## src/rtl/auth_cmd_tx_pkg.sv

```systemverilog
// auth_cmd_tx_pkg: shared FSM state type and command byte constants
package auth_cmd_tx_pkg;
   typedef enum logic [1:0] {IDLE, START, DATA, STOP} state_t;
   localparam logic [7:0] CMD_GO   = 8'h47;
   localparam logic [7:0] CMD_STOP = 8'h53;
endpackage

```

## src/rtl/auth_cmd_tx_uart_tx.sv

```systemverilog
// uart_tx: 8N1 serializer with bit-period counter, bit index and shift register
module uart_tx
   import auth_cmd_tx_pkg::*;
#(
   parameter int BAUD_DIV = 2604
) (
   input  logic       clk,
   input  logic       rst,
   input  logic       trmt,
   input  logic [7:0] tx_data,
   output logic       TX,
   output logic       tx_done
);
   localparam int CW = (BAUD_DIV > 1) ? $clog2(BAUD_DIV) : 1;
   localparam logic [CW-1:0] LAST = CW'(BAUD_DIV - 1);
   state_t state, nxt;
   logic [CW-1:0] cnt;
   logic [2:0] idx;
   logic [7:0] shreg;
   logic bit_end, tx_nxt;
   assign bit_end = cnt == LAST;
   // state register, registered line output and datapath counters
   always_ff @(posedge clk) begin
      if (rst) begin
         state <= IDLE;
         cnt   <= '0;
         idx   <= '0;
         shreg <= '0;
         TX    <= 1'b1;
      end else begin
         state <= nxt;
         TX    <= tx_nxt;
         cnt   <= (state == IDLE || bit_end) ? '0 : cnt + 1'b1;
         if (state == IDLE && trmt) shreg <= tx_data;
         else if (state == DATA && bit_end) shreg <= shreg >> 1;
         if (state == DATA && bit_end) idx <= idx + 1'b1;
      end
   end
   // next-state: each non-idle state lasts whole bit periods
   always_comb begin
      nxt = state;
      case (state)
         IDLE:    if (trmt) nxt = START;
         START:   if (bit_end) nxt = DATA;
         DATA:    if (bit_end && idx == 3'd7) nxt = STOP;
         STOP:    if (bit_end) nxt = IDLE;
         default: nxt = IDLE;
      endcase
   end
   // line value for the next cycle; done marks the last stop-bit cycle
   always_comb begin
      tx_nxt  = 1'b1;
      tx_done = 1'b0;
      case (state)
         IDLE:    tx_nxt = ~trmt;
         START:   tx_nxt = bit_end ? shreg[0] : 1'b0;
         DATA:    tx_nxt = bit_end ? ((idx == 3'd7) ? 1'b1 : shreg[1]) : TX;
         STOP:    tx_done = bit_end;
         default: tx_nxt = 1'b1;
      endcase
   end
endmodule

```

## src/rtl/auth_cmd_tx.sv

```systemverilog
// auth_cmd_tx: latches go/stop command requests and sends them over the UART
module auth_cmd_tx
   import auth_cmd_tx_pkg::*;
#(
   parameter int BAUD_DIV = 2604
) (
   input  logic       clk,
   input  logic       rst,
   input  logic       go_req,
   input  logic       stop_req,
   output logic       TX,
   output logic       tx_busy,
   output logic       cmd_done,
   output logic [7:0] sent_cmd
);
   logic pend_g, pend_s, trmt, running, tx_done;
   logic [7:0] cur, tx_data;
   assign tx_data = pend_s ? CMD_STOP : CMD_GO;
   assign tx_busy = running | pend_g | pend_s;
   // pending flags, launch strobe (stop wins) and completion reporting
   always_ff @(posedge clk) begin
      if (rst) begin
         pend_g   <= 1'b0;
         pend_s   <= 1'b0;
         trmt     <= 1'b0;
         running  <= 1'b0;
         cur      <= '0;
         cmd_done <= 1'b0;
         sent_cmd <= '0;
      end else begin
         pend_s   <= (pend_s & ~trmt) | stop_req;
         pend_g   <= (pend_g & ~(trmt & ~pend_s)) | go_req;
         trmt     <= ~trmt & (pend_g | pend_s) & (~running | tx_done);
         running  <= trmt | (running & ~tx_done);
         cmd_done <= tx_done;
         if (trmt) cur <= tx_data;
         if (tx_done) sent_cmd <= cur;
      end
   end
   uart_tx #(.BAUD_DIV(BAUD_DIV)) u_tx (
      .clk    (clk),
      .rst    (rst),
      .trmt   (trmt),
      .tx_data(tx_data),
      .TX     (TX),
      .tx_done(tx_done)
   );
endmodule

```

## config.mk

```make
export PLATFORM = sky130hd
export DESIGN_NAME = auth_cmd_tx
export DESIGN_NICKNAME = d
export VERILOG_FILES = /design/src/rtl/auth_cmd_tx_pkg.sv /design/src/rtl/auth_cmd_tx_uart_tx.sv /design/src/rtl/auth_cmd_tx.sv
export SDC_FILE = /design/constraint.sdc
export NUM_CORES = 1
export LEC_CHECK = 0
export ABC_AREA = 1
export BUFFER_PORTS_ARGS = -buffer_cell sky130_fd_sc_hd__clkbuf_2
export CORE_ASPECT_RATIO = 0.9
export CORE_MARGIN = 2
export CORE_UTILIZATION = 45
export DETAILED_ROUTE_END_ITERATION = 12
export PLACE_DENSITY = 0.71
export SLEW_MARGIN = 10
export SYNTH_ARGS = -nofsm -noshare
export SYNTH_HDL_FRONTEND = slang
export SYNTH_HIERARCHICAL = 1
export SYNTH_SLANG_ARGS = --single-unit
```

## constraint.sdc

```tcl
create_clock -name clk -period 2.3 [get_ports clk]
set_input_delay 0.46 -clock clk [delete_from_list [all_inputs] [get_ports clk]]
set_output_delay 0.46 -clock clk [all_outputs]
set_load 0.1 [all_outputs]
```

==> results of run 1 <==
## power by group
group          switching [mW]  internal, mW  leakage [nW]
combinational           0.312         0.132         0.509
clock                   0.231         0.209        0.0439
sequential             0.0351         0.687         0.301
## cells by family (layout without fill, tap and decap cells)
logic type / after synthesis / in the layout / synth area share [%]
buffers and inverters: 37 / 49 / 9.43
xor gates and xnor gates: 3 / 3 / 1.42
AOI/OAI and AO/OA: 37 / 37 / 11.6
DFF: 37 / 37 / 40.2
adders and majority gates: 7 / 7 / 4.75
other: 2 / 9 / 0.407
and+or+nand+nor: 122 / 122 / 32.2
## synth_stat cells
cell type,number
a21oi_4,1
conb_1,2
nor2_2,5
nand2_1,54
nor3b_2,3
nor2_4,1
xor2_1,3
buf_4,5
nor3_1,1
buf_6,2
nand3_4,1
o21ai_0,7
o22ai_1,1
buf_2,1
clkinv_1,1
inv_1,23
nand3_2,1
a21boi_0,1
nor3_4,1
nand3_1,19
dfxtp_1,37
o21a_1,2
nand4_4,1
a21oi_2,1
a21oi_1,22
or2_2,2
clkbuf_1,1
nor2_1,31
and2_1,1
o21ai_2,1
ha_1,7
nand2_4,1
a31oi_1,1
inv_2,4
## tightest hold or removal path: cells and delay by family
family                 cells  cell delay [ns]
buffers and inverters      2             0.12
AO/OA/AOI/OAI              1             0.05
## layout by cell type (no fill, tap or decap), types with 3 or more instances in the layout
master	instances
a21oi_1	22
clkbuf_2	11
clkbuf_8	5
conb_1	9
dfxtp_1	37
ha_1	7
inv_1	23
inv_2	4
nand2_1	54
nand3_1	19
nor2_1	31
nor2_2	5
nor3b_2	3
o21ai_0	7
xor2_1	3
## sequential cells by signal (all words and copies together), names as in the netlist, 2 cells and up
name / flops
cur: 3
sent_cmd: 3
u_tx/cnt: 12
u_tx/idx: 3
u_tx/shreg: 8
u_tx/state: 2
## cell type report
class,count,area [µm²]
clock inverter,3,17.5
fill,413,2000
multi-input combinational,178,956
sequential,37,741
timing repair buffer,13,70.1
tap,48,60.1
inverter,28,105
clock buffer,5,68.8
## worst paths after layout
path | to
worst max-delay path | tx_busy
worst min-delay path | pend_g
worst max register to register | trmt
worst min register to register | sent_cmd[1]
## per-stage QoR
stage                     std cells  instance area, µm²  hold slack (ns)  util, %
after floorplan                 252                1870            0.418        -
after global placement          304                1930            0.434     48.1
after detailed placement        304                1930            0.444     48.1
after CTS                       312                2020            0.370     50.2
after global routing            312                2020            0.386     50.2
final                           312                2020            0.380     50.2
## per-layer routing
metal  up-vias  share of wire [%]
li1        804                  -
met1       666                 53
met2        17                 42
met3         5                3.1
met4         0                1.5
met5         -                  0
==> summary.txt, run 1 <==
Tightest Hold Check Type: in -> reg
status: finished clean
Synth Instances: 245
worst hold start: go_req
Global Route met3 Usage: 4.67%
Rel. slew slack: 63.8%
kind of critical path: reg -> out
CP peak stage delay: 0.45 ns
core outline area: 0.00402 mm²
P per Cell Area: 795 mW/mm²
synthesized area: 0.00184 mm²
Clk Tree Root Cell: clkbuf_8
Die Y: 64.7 µm
top-area cell type share of the netlist area: 40.2%
post-detail-place hpwl: 2.28 mm
# DRC: 0
slowest CP cell: clkbuf_2
Slew Limit Fails: 0
Post-CTS Setup Inserts: 0
family with the most delay on the worst path: buffers and inverters
Post-CTS Resized: 0
Worst R2R Setup Slack: 0.61 ns
fmax: 0.581 GHz
grt met2 use: 23.1%
final net count: 274
Pleak: 0.854 nW
drt first pass iters: 4
Die Wd: 71.5 µm
Hold Buf Count CTS: 0
Post-Place Setup Slack: 0.640 ns
Vias/cell: 4.78
cts bufs inserted: 5
final setup margin: 0.580 ns
largest net degree at the start of global routing: 19
final wirelength: 3.25 mm
worst vdd rail ir drop: 0.272 mV
warning count from the yosys run: 6
Diodes inserted: 0
post-synthesis sequential area ratio: 40.2%
Tot GR Track Use: 15.3%
Crit Reg-Reg Startpoint: u_tx/cnt[0]
first-pass GRT wire length: 5.53 mm
vias after detailed routing: 1492
clock tree buffer depth: 2
TNS Setup: 0 ns
IO Count: 15
post-route ant nets: 0
Routed WL per cell: 10.4 µm
busiest layer in global routing: met2
Worst-path clk slew: 0.07 ns
period utilisation layout: 74.8%
Layout Skew: 0.00348 ns
crit-path cells: nor2_1 > nand2_1 > clkbuf_2
final hold violations: 0
Bufs and invs on worst path: 1
initial drt markers: 87
share of cells above drive strength 1: 16.7%
met1 Resource Use GR: 19.8%
Yosys top cell by area: dfxtp_1
RSZ-0062 raised after global routing: false
antenna violations before repair: 0
Routability Congestion: 0.792
mean post-synth cell area: 7.53 µm²
die area: 0.00463 mm²
Min-Delay Path Depth: 3
area grow syn2layout: 9.43%
critical path data arrival time: 1.26 ns
crit path launch: pend_s
startpoint class of the critical path: register
Yosys reg bits: 37
Finish-stage setup viols: 0
Crit path depth: 3
Total Power: 1.61 mW
Clock Latency Late Sink: 0.29 ns
number of max-cap violations: 0
min cycle time layout: 1.72 ns
clock sink count: 37
Site Rows: 22
CP endpoint kind: output pin
H-tree Lvls: 2
slew at the pin closest to its max-slew limit: 0.545 ns
input/output buffers: 11
Distinct cells, synth: 34
remaining global-route overflow: 0
vias in the first global route: 1288
synth top area cells: dfxtp_1, nand2_1, nor2_1
CTS tree: yes
crit path max fanout: 4
Worst Reg-to-Reg Cells: 8
CP Data Required Time: 1.84 ns
initial core utilization: 45.9%
(Power assumes the default switching activity.)
==> run 2, diff against run 1 <==
--- a/config.mk
+++ b/config.mk
@@ -11,7 +11,7 @@
 export CORE_MARGIN = 2
 export CORE_UTILIZATION = 45
 export DETAILED_ROUTE_END_ITERATION = 12
-export PLACE_DENSITY = 0.71
+export PLACE_DENSITY = 0.73
 export SLEW_MARGIN = 10
 export SYNTH_ARGS = -nofsm -noshare
 export SYNTH_HDL_FRONTEND = slang
==> constraint.sdc (replaced) <==
create_clock -name clk -period 1.4 [get_ports clk]
set_input_delay 0.28 -clock clk [delete_from_list [all_inputs] [get_ports clk]]
set_output_delay 0.28 -clock clk [all_outputs]
set_load 0.1 [all_outputs]
==> summary.txt, run 2 (same netlist as run 1, synthesis figures left out) <==
CP Data Required Time: 1.64 ns
Gate power share: 33.9%
kind of critical path: reg -> reg
Finish-stage setup viols: 0
vias after detailed routing: 1650
Site Rows: 22
Routed WL per cell: 11.9 µm
crit-path cells: ha_4 > nand2_4 > nor2_4 > nand3_4 > nor2_4 > inv_2 > a21oi_2 > and2_1
Tot GR Track Use: 17.7%
Die Wd: 71.5 µm
post-route ant nets: 0
final net count: 295
min cycle time layout: 1.39 ns
Largest Register: u_tx/cnt
CTS tree: yes
Total Power: 3.16 mW
crit path max fanout: 6
final hold violations: 0
core outline area: 0.00402 mm²
H-tree Lvls: 2
fin cells: 332
sequential share of power: 37.8%
commonest non-fill, non-tap cell in the layout: nand2_1
critical path data arrival time: 1.63 ns
Worst-path clk slew: 0.07 ns
Clk Tree Root Cell: clkbuf_8
antenna violations before repair: 0
Clock Power Share: 28.2%
Pleak: 1.03 nW
vias in the first global route: 1462
final wirelength: 3.95 mm
clock tree buffer depth: 2
Hold Buf Count CTS: 0
first-pass GRT wire length: 6.37 mm
drt first pass iters: 4
area grow syn2layout: 31.3%
Diodes inserted: 0
Slew Limit Fails: 0
Clock Latency Late Sink: 0.29 ns
Internal: 2.10 mW
most frequent CP cell: nor2_4
max FFs per register: 12
number of max-cap violations: 0
post-detail-place hpwl: 2.56 mm
CP endpoint kind: register
Vias/cell: 4.97
hold_ws: 0.200 ns
largest net degree at the start of global routing: 19
share of cells above drive strength 1: 34.5%
input/output buffers: 11
Post-Place Setup Slack: -0.0843 ns
Worst Reg-to-Reg Cells: 8
Min-Delay Path Depth: 3
largest registers: u_tx/cnt: 12 flops, u_tx/shreg: 8 flops
# DRC: 0
initial drt markers: 104
cts bufs inserted: 5
fmax: 0.719 GHz
IO Count: 15
Sw Ratio: 33.6%
period utilisation layout: 99.3%
placed instance count: 321
worst vdd rail ir drop: 0.484 mV
Sw Pwr: 1.06 mW
most frequent cells in the layout: nand2_1, dfxtp_1, buf_4
Routability Congestion: 0.806
Tightest Hold Check Type: in -> reg
remaining global-route overflow: 0
final setup margin: 0.00918 ns
CP peak stage delay: 0.35 ns
Layout Skew: 0.00385 ns
slowest CP cell: dfxtp_2
status: finished clean
die area: 0.00463 mm²
Final Util: 60.2%
RSZ-0062 raised after global routing: true
clock sink count: 37
initial core utilization: 45.9%
fill cell count: 343
startpoint class of the critical path: register
Die Y: 64.7 µm
P per Cell Area: 1310 mW/mm²
## run 2: what timing repair did
| item | 4_1_cts | 5_1_grt |
|---|---|---|
| buffers inserted | 1 | 1 |
| endpoints found under the setup margin | 26 | 30 |
| pin swaps | 5 | 12 |
| cloned | 1 | 1 |
| gates resized for setup | 11 | 34 |
## run 2: worst paths after layout
check	startpoint	endpoint	slack, ns
hold / removal	go_req	pend_g	0.20
hold reg to reg	cur[1]	sent_cmd[1]	0.45
setup / recovery	u_tx/cnt[0]	trmt	0.009
setup reg to reg	u_tx/cnt[0]	trmt	0.009
## run 2: layout make-up
type                    instances  area (µm²)  area share [%]
flip-flops and latches         37         749            31.0
multi-input cells             179        1090            45.2
repair buffers                 33         307            12.7
clock inverters                 2        35.0            1.45
inverters                      28         108            4.44
well taps                      48        60.1            2.48
clock buffers                   5        68.8            2.84
## run 2: power groups by stage
stage                     sequential, mW  clock, mW  combinational, mW
after floorplan                     1.27          0              0.560
after global placement              1.20          0              0.902
after detailed placement            1.21          0              0.913
after CTS                           1.19      0.918              0.952
after global routing                1.20      0.953               1.17
final                               1.20      0.893               1.07
## run 2: stage by stage
stage	setup TNS [ns]	cell area (µm²)
final	0	2420
after global routing	-0.858	2420
after CTS	-0.0237	2290
after detailed placement	-0.500	2130
after global placement	-0.0384	2130
after floorplan	0	1880
## run 2: worst max-delay path: cells and delay by family (launching register included)
family                   cells  cell delay, ns
buffers and inverters        1            0.07
flip-flops                   1            0.35
AND/OR/NAND/NOR              5            0.60
AO/OA/AOI/OAI                1            0.13
adder cells (fa/ha/maj)      1            0.18
## run 2: routing by layer
metal	vias up	share of wire, %	wire length [µm]	global-route usage (%)
li1	855	-	-	-
met1	753	47	1870	22.5
met2	31	47	1860	28.4
met3	11	3.1	123	3.42
met4	0	2.3	92	9.20
met5	-	0	0	0
